`src/rtl/vx_tensor_operand_packer_pkg.sv`:
```
// Shared types for the tensor operand packer: beat tags, assembly states, tile layouts.
// Optional TENSOR_ZERO_ACC_EN build adds the zero-accumulator shortcut in the top level.
package VX_tensor_pkg;

    localparam int LANES    = 8;
    localparam int NW_WIDTH = 4;

    typedef enum logic [1:0] {
        BEAT_A  = 2'd0,
        BEAT_B  = 2'd1,
        BEAT_C0 = 2'd2,
        BEAT_C1 = 2'd3
    } beat_tag_e;

    typedef enum logic [1:0] {
        EXP_A  = 2'd0,
        EXP_B  = 2'd1,
        EXP_C0 = 2'd2,
        EXP_C1 = 2'd3
    } pack_state_e;

    typedef logic [LANES-1:0][31:0] lanes_t;
    typedef logic [3:0][1:0][31:0]  a_tile_t;
    typedef logic [1:0][3:0][31:0]  b_tile_t;
    typedef logic [3:0][3:0][31:0]  c_tile_t;
    typedef logic [1:0][3:0][31:0]  c_half_t;

    function automatic beat_tag_e expected_tag(input pack_state_e s);
        case (s)
            EXP_A:   return BEAT_A;
            EXP_B:   return BEAT_B;
            EXP_C0:  return BEAT_C0;
            default: return BEAT_C1;
        endcase
    endfunction

endpackage

```
`src/rtl/vx_tensor_operand_packer_if.sv`:
```
// Operand-beat input and tile output bundle between operand collection and the DPU.
// in_zero_c exists only when TENSOR_ZERO_ACC_EN is defined.
interface vx_tensor_operand_packer_if;
    import VX_tensor_pkg::*;

    logic                in_valid;
    logic                in_ready;
    logic [1:0]          in_beat;
    lanes_t              in_data;
    logic [NW_WIDTH-1:0] in_wid;
    logic                out_valid;
    logic                out_ready;
    a_tile_t             A_tile;
    b_tile_t             B_tile;
    c_tile_t             C_tile;
    logic [NW_WIDTH-1:0] out_wid;
    logic                err_seq;

`ifdef TENSOR_ZERO_ACC_EN
    logic                in_zero_c;

    modport master (
        output in_valid, in_beat, in_data, in_wid, in_zero_c, out_ready,
        input  in_ready, out_valid, A_tile, B_tile, C_tile, out_wid, err_seq
    );
    modport slave (
        input  in_valid, in_beat, in_data, in_wid, in_zero_c, out_ready,
        output in_ready, out_valid, A_tile, B_tile, C_tile, out_wid, err_seq
    );
`else
    modport master (
        output in_valid, in_beat, in_data, in_wid, out_ready,
        input  in_ready, out_valid, A_tile, B_tile, C_tile, out_wid, err_seq
    );
    modport slave (
        input  in_valid, in_beat, in_data, in_wid, out_ready,
        output in_ready, out_valid, A_tile, B_tile, C_tile, out_wid, err_seq
    );
`endif

endinterface

```
`src/rtl/vx_tensor_operand_packer_tile_slots.sv`:
```
// Ring of completed-tile slots; the tail slot doubles as the assembly buffer,
// filled field by field before push_i commits it.
module vx_tensor_tile_slots
    import VX_tensor_pkg::*;
#(
    parameter int NUM_SLOTS = 2
) (
    input  logic                clk,
    input  logic                reset,
    input  logic                we_a_i,
    input  logic                we_b_i,
    input  logic                we_c0_i,
    input  logic                we_c1_i,
    input  logic                push_i,
    input  logic                pop_i,
    input  a_tile_t             a_i,
    input  b_tile_t             b_i,
    input  c_half_t             c_half_i,
    input  logic [NW_WIDTH-1:0] wid_i,
    output logic                full_o,
    output logic                valid_o,
    output a_tile_t             a_o,
    output b_tile_t             b_o,
    output c_tile_t             c_o,
    output logic [NW_WIDTH-1:0] wid_o
);

    localparam int PTR_W = (NUM_SLOTS > 1) ? $clog2(NUM_SLOTS) : 1;
    localparam int CNT_W = $clog2(NUM_SLOTS + 1);

    a_tile_t             a_q   [NUM_SLOTS];
    b_tile_t             b_q   [NUM_SLOTS];
    c_tile_t             c_q   [NUM_SLOTS];
    logic [NW_WIDTH-1:0] wid_q [NUM_SLOTS];

    logic [PTR_W-1:0] head_q, head_d;
    logic [PTR_W-1:0] tail_q, tail_d;
    logic [CNT_W-1:0] count_q, count_d;
    logic             do_pop;

    function automatic logic [PTR_W-1:0] next_ptr(input logic [PTR_W-1:0] p);
        return (p == PTR_W'(NUM_SLOTS - 1)) ? '0 : p + PTR_W'(1);
    endfunction

    assign do_pop  = pop_i && (count_q != '0);
    assign full_o  = (count_q == CNT_W'(NUM_SLOTS));
    assign valid_o = (count_q != '0);
    assign a_o     = a_q[head_q];
    assign b_o     = b_q[head_q];
    assign c_o     = c_q[head_q];
    assign wid_o   = wid_q[head_q];

    // A simultaneous push and pop leaves the occupancy unchanged.
    always_comb begin
        head_d  = head_q;
        tail_d  = tail_q;
        count_d = count_q;
        if (push_i) begin
            tail_d = next_ptr(tail_q);
        end
        if (do_pop) begin
            head_d = next_ptr(head_q);
        end
        case ({push_i, do_pop})
            2'b10:   count_d = count_q + CNT_W'(1);
            2'b01:   count_d = count_q - CNT_W'(1);
            default: count_d = count_q;
        endcase
    end

    always_ff @(posedge clk or posedge reset) begin
        if (reset) begin
            head_q  <= '0;
            tail_q  <= '0;
            count_q <= '0;
            for (int s = 0; s < NUM_SLOTS; s++) begin
                a_q[s]   <= '0;
                b_q[s]   <= '0;
                c_q[s]   <= '0;
                wid_q[s] <= '0;
            end
        end else begin
            head_q  <= head_d;
            tail_q  <= tail_d;
            count_q <= count_d;
            if (we_a_i) begin
                a_q[tail_q]   <= a_i;
                wid_q[tail_q] <= wid_i;
            end
            if (we_b_i) begin
                b_q[tail_q] <= b_i;
            end
            if (we_c0_i) begin
                c_q[tail_q][1:0] <= c_half_i;
            end
            if (we_c1_i) begin
                c_q[tail_q][3:2] <= c_half_i;
            end
        end
    end

endmodule

```
`src/rtl/vx_tensor_operand_packer.sv`:
```
// Tensor-core operand packer: sequences A/B/C0/C1 beats into tiles for the DPU.
// TENSOR_ZERO_ACC_EN enables the in_zero_c shortcut that completes a tile after B.
module vx_tensor_operand_packer
    import VX_tensor_pkg::*;
#(
    parameter int NUM_SLOTS = 2
) (
    input  logic                         clk,
    input  logic                         reset,
    vx_tensor_operand_packer_if.slave    bus
);

    pack_state_e         state_q, state_d;
    logic [NW_WIDTH-1:0] wid_q, wid_d;
    logic                err_q, err_d;
    logic                zero_c_q, zero_c_d;
    logic                zero_c_in;

    logic      accept, tag_err, wid_err, beat_err;
    logic      we_a, we_b, we_c0, we_c1, push;
    logic      full, valid;
    beat_tag_e beat;
    a_tile_t   a_scatter;
    b_tile_t   b_scatter;
    c_half_t   c_scatter;
    c_half_t   c_wdata;

`ifdef TENSOR_ZERO_ACC_EN
    assign zero_c_in = bus.in_zero_c;
`else
    assign zero_c_in = 1'b0;
`endif

    // Lane i sits at flat position row*cols+col in every tile, so each scatter is a packed reinterpretation.
    assign a_scatter = a_tile_t'(bus.in_data);
    assign b_scatter = b_tile_t'(bus.in_data);
    assign c_scatter = c_half_t'(bus.in_data);
    assign c_wdata   = (state_q == EXP_B) ? '0 : c_scatter;

    assign beat     = beat_tag_e'(bus.in_beat);
    assign accept   = bus.in_valid && bus.in_ready;
    assign tag_err  = (beat != expected_tag(state_q));
    assign wid_err  = (state_q != EXP_A) && (bus.in_wid != wid_q);
    assign beat_err = tag_err || wid_err;

    always_comb begin
        state_d  = state_q;
        wid_d    = wid_q;
        err_d    = 1'b0;
        zero_c_d = zero_c_q;
        we_a     = 1'b0;
        we_b     = 1'b0;
        we_c0    = 1'b0;
        we_c1    = 1'b0;
        push     = 1'b0;
        if (accept) begin
            if (beat_err) begin
                err_d   = 1'b1;
                state_d = EXP_A;
                if (beat == BEAT_A) begin
                    we_a     = 1'b1;
                    wid_d    = bus.in_wid;
                    zero_c_d = zero_c_in;
                    state_d  = EXP_B;
                end
            end else begin
                case (state_q)
                    EXP_A: begin
                        we_a     = 1'b1;
                        wid_d    = bus.in_wid;
                        zero_c_d = zero_c_in;
                        state_d  = EXP_B;
                    end
                    EXP_B: begin
                        we_b = 1'b1;
                        if (zero_c_q) begin
                            we_c0   = 1'b1;
                            we_c1   = 1'b1;
                            push    = 1'b1;
                            state_d = EXP_A;
                        end else begin
                            state_d = EXP_C0;
                        end
                    end
                    EXP_C0: begin
                        we_c0   = 1'b1;
                        state_d = EXP_C1;
                    end
                    default: begin
                        we_c1   = 1'b1;
                        push    = 1'b1;
                        state_d = EXP_A;
                    end
                endcase
            end
        end
    end

    always_ff @(posedge clk or posedge reset) begin
        if (reset) begin
            state_q  <= EXP_A;
            wid_q    <= '0;
            err_q    <= 1'b0;
            zero_c_q <= 1'b0;
        end else begin
            state_q  <= state_d;
            wid_q    <= wid_d;
            err_q    <= err_d;
            zero_c_q <= zero_c_d;
        end
    end

    vx_tensor_tile_slots #(
        .NUM_SLOTS (NUM_SLOTS)
    ) u_slots (
        .clk      (clk),
        .reset    (reset),
        .we_a_i   (we_a),
        .we_b_i   (we_b),
        .we_c0_i  (we_c0),
        .we_c1_i  (we_c1),
        .push_i   (push),
        .pop_i    (bus.out_ready),
        .a_i      (a_scatter),
        .b_i      (b_scatter),
        .c_half_i (c_wdata),
        .wid_i    (bus.in_wid),
        .full_o   (full),
        .valid_o  (valid),
        .a_o      (bus.A_tile),
        .b_o      (bus.B_tile),
        .c_o      (bus.C_tile),
        .wid_o    (bus.out_wid)
    );

    assign bus.in_ready  = !full;
    assign bus.out_valid = valid;
    assign bus.err_seq   = err_q;

endmodule

```
`src/flat_wrapper.sv`:
```
// flat-port wrapper written by rule: the top's interface ports become plain ports
module vx_tensor_operand_packer_flat import VX_tensor_pkg::*;
#(
    parameter int NUM_SLOTS = 2
)
  (clk, reset, bus_in_valid, bus_in_beat, bus_in_data, bus_in_wid, bus_out_ready, bus_in_ready, bus_out_valid, bus_A_tile, bus_B_tile, bus_C_tile, bus_out_wid, bus_err_seq);
  vx_tensor_operand_packer_if bus_i ();
  input  logic clk;
  input  logic reset;
  input wire logic [$bits(bus_i.in_valid)-1:0] bus_in_valid;
  input wire logic [$bits(bus_i.in_beat)-1:0] bus_in_beat;
  input wire logic [$bits(bus_i.in_data)-1:0] bus_in_data;
  input wire logic [$bits(bus_i.in_wid)-1:0] bus_in_wid;
  input wire logic [$bits(bus_i.out_ready)-1:0] bus_out_ready;
  output wire logic [$bits(bus_i.in_ready)-1:0] bus_in_ready;
  output wire logic [$bits(bus_i.out_valid)-1:0] bus_out_valid;
  output wire logic [$bits(bus_i.A_tile)-1:0] bus_A_tile;
  output wire logic [$bits(bus_i.B_tile)-1:0] bus_B_tile;
  output wire logic [$bits(bus_i.C_tile)-1:0] bus_C_tile;
  output wire logic [$bits(bus_i.out_wid)-1:0] bus_out_wid;
  output wire logic [$bits(bus_i.err_seq)-1:0] bus_err_seq;
  assign bus_i.in_valid = bus_in_valid;
  assign bus_i.in_beat = bus_in_beat;
  assign bus_i.in_data = bus_in_data;
  assign bus_i.in_wid = bus_in_wid;
  assign bus_i.out_ready = bus_out_ready;
  assign bus_in_ready = bus_i.in_ready;
  assign bus_out_valid = bus_i.out_valid;
  assign bus_A_tile = bus_i.A_tile;
  assign bus_B_tile = bus_i.B_tile;
  assign bus_C_tile = bus_i.C_tile;
  assign bus_out_wid = bus_i.out_wid;
  assign bus_err_seq = bus_i.err_seq;
  vx_tensor_operand_packer #(.NUM_SLOTS(NUM_SLOTS)) u_core (.clk(clk), .reset(reset), .bus(bus_i));
endmodule
```
`config.mk`:
```
export PLATFORM = sky130hd
export DESIGN_NAME = vx_tensor_operand_packer_flat
export DESIGN_NICKNAME = d
export VERILOG_FILES = /design/src/rtl/vx_tensor_operand_packer_pkg.sv /design/src/rtl/vx_tensor_operand_packer_if.sv /design/src/rtl/vx_tensor_operand_packer_tile_slots.sv /design/src/rtl/vx_tensor_operand_packer.sv /design/src/flat_wrapper.sv
export SDC_FILE = /design/constraint.sdc
export NUM_CORES = 2
export LEC_CHECK = 0
export BUFFER_PORTS_ARGS = -buffer_cell sky130_fd_sc_hd__buf_4
export CAP_MARGIN = 40
export CORE_UTILIZATION = 35
export DETAILED_ROUTE_END_ITERATION = 8
export MAX_ROUTING_LAYER = met4
export PLACE_DENSITY = 0.52
export RECOVER_POWER = 25
export SLEW_MARGIN = 20
export SYNTH_ARGS = -nofsm -noshare
export SYNTH_HDL_FRONTEND = slang
export SYNTH_HIERARCHICAL = 1
export SYNTH_SLANG_ARGS = --single-unit
```
`constraint.sdc`:
```
create_clock -name clk -period 98.8 [get_ports clk]
set_clock_uncertainty 0.2 [all_clocks]
set_input_delay 19.76 -clock clk [delete_from_list [all_inputs] [get_ports clk]]
set_output_delay 19.76 -clock clk [all_outputs]
set_load 0.01 [all_outputs]
```
==> impl_metrics.toml <==
[floorplanning]
die_y_um = 515
io_pins = 1297
initial_core_util_pct = 35.3
die_w_um = 515
rows = 187
dieArea_um2 = 265000
coreArea_um2 = 260000

[status]
status = "finished with violations"
violations = "max-capacitance violations, max-slew violations"

[final_layout]
syn_to_final_growth_pct = 22.9
final_common_cell = "mux2_2"
regArea_um2 = 51700
layout-drive-gt1-share_pct = 57.3
finish.instance_area_um2 = 113000
multi_input_area_um2 = 37700
nets = 7925
n_fill_cell = 24000
stdcell_count = 11400
fin_util_pct = 43.4
mostFrequentLayoutCells = "mux2_2 (2,508), dfrtp_1 (2,066), buf_4 (1,352), nand2_1 (782), nor2b_1 (259)"

[grt]
grt_antenna_before_repair = 53
grt_usage_pct = 23.4
grt_pass1_vias = 60400
gr-total-overflow = 0
grt_max_degree = 171
grt_pass1_wl_um = 443000

[route]
drtAntennaViolNets = 0
wire_per_inst_um = 26.8
vias = 56400
vias_per_cell = 4.95
drtPass1Iterations = 5
drtIter0Drc = 2761
drcViolationCount = 0
totalWireLength_um = 305000

[timing]
hold_viol = 0
slew_viol_final = 1311
final.period_utilization_pct = 33.7
fmax_mhz = 30.1
finalCriticalPeriod_ps = 33260
rsz0062_at_grt = "false"
tightest_slew_ps = 8540
holdWs_ps = 269
setup-tns-final_ps = 0
slew_headroom_pct = -469
finalSetupViolations = 0
fin_ws_ps = 65540

[cts]
clk_path_buf_depth = 3
post_cts_resize_count = 0
clk_latency_ps = 860
numCtsBuffers = 226
cts_hold_buf = 0
cts_tree = "built"
cts_root_buffer = "clkbuf_16"
cts_sinks = 2067
clk_pin_slew_worst_paths_ps = 60
post_cts_buffers = 0
cts_max_level = 4

[hold_path]
min_path_cells = 2
min_from = "u_core/u_slots/c_q[676]"
hp-class = "flip-flop to flip-flop"
whs_endpoint = "u_core/u_slots/c_q[676]"

[logic_synthesis]
yosys.area.top_type = "dfrtp_1"
ys_ff_latch = 2067
syn_area_per_cell_um2 = 14.4
syn_inst = 6401
synth_area_um2 = 92000
ys_seq_area_share_pct = 56.2
synthDistinctLibCells = 38
synth_warnings = 6
synthTopCellsByArea = "dfrtp_1 (56%), mux2_2 (31%), mux2_4 (3.9%), nand2_1 (3.2%), nor2b_1 (1.8%)"
synth_top_area_share_pct = 56.2
syn_nets = 6672

[pwr]
peakVddDrop_mv = 0.0225
p_leak_nw = 58.2
p_per_area_nw_per_um2 = 28.5
total_power_mw = 3.22

[place]
place_inst = 10900
place_area_um2 = 105000
port_buffers = 1296
post-place-ws_ps = 73280
dp_hpwl_um = 215000
gp_routability_congestion = 0.822

[critical_path]
r2r-end = "u_core/u_slots/c_q[411]"
critPathRequiredTime_ps = 99610
end_kind = "asynchronous set/reset pin"
cp-start-kind = "input pin"
reg2reg_depth = 12
critical_path_class = "input pin to asynchronous set/reset pin"
arrival_ps = 34070
startpoint = "reset"
cp_max_fo = 169
rrSetupSlack_ps = 92380
reg2reg_from = "u_core/state_q[1]"

[run]
maxCapViolCount = 21
-- where the power goes --
| part | internal (mW) | total [mW] | switching [mW] |
|---|---|---|---|
| Clock | 0.507 | 0.870 | 0.363 |
| Sequential | 1.07 | 1.18 | 0.114 |
| Combinational | 0.580 | 1.17 | 0.589 |
-- cell usage after synthesis --
cell	n
o22a_4	1
dfrtp_1	2067
nand2b_4	1
o21a_1	1
buf_2	262
or4_1	1
buf_4	12
ha_1	5
a31oi_1	1
nand2_1	781
nor2b_1	261
a21oi_1	1
nand3_1	4
or3_1	1
xor2_1	8
xnor2_1	2
buf_1	7
or2_2	1
and2_1	5
nor3_2	1
o21ai_0	3
a21o_1	2
mux2_4	240
nand2_2	1
nor3_1	3
o221a_1	4
buf_6	80
nor4_2	1
nor2_1	3
nand2b_1	2
a221o_1	1
clkbuf_1	41
o211ai_1	1
and2_4	1
mux2_1	80
mux2_2	2508
inv_1	6
a22o_1	1
-- metal layers --
| layer | vias to the layer above | share of wire [%] | global-route usage [%] |
|---|---|---|---|
| met4 | 0 | 3.4 | 7.27 |
| met2 | 1359 | 46 | 36.0 |
| met1 | 29800 | 43 | 29.4 |
| met5 | - | 0 | - |
| met3 | 401 | 7.5 | 6.88 |
| li1 | 24800 | - | - |
-- cell type report --
| type | count | share of cell area, % |
|---|---|---|
| diodes | 38 | 0.0841 |
| clock buffers | 366 | 6.12 |
| clock inverters | 56 | 0.718 |
| inverters | 6 | 0.0210 |
| multi-input cells | 3926 | 33.4 |
| flip-flops and latches | 2067 | 45.8 |
| well taps | 3496 | 3.87 |
| repair buffers | 1427 | 10.0 |
-- critical path: stages --
cell,delay (ps)
clkbuf_1,100
clkinvlp_2,380
clkbuf_1,490
clkbuf_1,2060
clkbuf_1,5610
clkbuf_1,1190
clkbuf_1,1850
buf_4,460
buf_16,280
buf_12,670
buf_4,450
buf_16,300
-- state kept, by name (all words and copies together) (netlist names) --
register / cells
u_core/bus.err_seq: 1
u_core/state_q: 2
u_core/u_slots/a_q: 512
u_core/u_slots/b_q: 512
u_core/u_slots/c_q: 1024
u_core/u_slots/count_q: 2
u_core/u_slots/head_q: 1
u_core/u_slots/tail_q: 1
u_core/u_slots/wid_q: 8
u_core/wid_q: 4
-- how the worst max path moves through the flow --
stage                                    to  slack [ps]  cells after the start
floorplan             u_core/u_slots/a_q[0]       20650                      1
global placement    u_core/u_slots/c_q[378]       72980                      8
detailed placement  u_core/u_slots/b_q[139]       73280                      8
CTS                         bus_A_tile[133]       73370                      7
global route        u_core/u_slots/c_q[385]       62740                     12
finish              u_core/u_slots/c_q[385]       65540                     12
-- logic make-up (layout without fill, tap and decap cells) --
| group | count (synthesis) | in the layout | synth area share, % |
|---|---|---|---|
| multiplexers | 2828 | 2828 | 35.6 |
| flip-flops | 2067 | 2067 | 56.2 |
| AND/OR/NAND/NOR | 1067 | 1067 | 5.14 |
| buffers and inverters | 408 | 1855 | 2.72 |
| AO/OA/AOI/OAI | 16 | 16 | 0.150 |
| XOR/XNOR | 10 | 10 | 0.0952 |
| adder cells (fa/ha/maj) | 5 | 5 | 0.0680 |
| other | 0 | 38 | 0 |
Note: power is estimated with default switching activity, not from simulation.
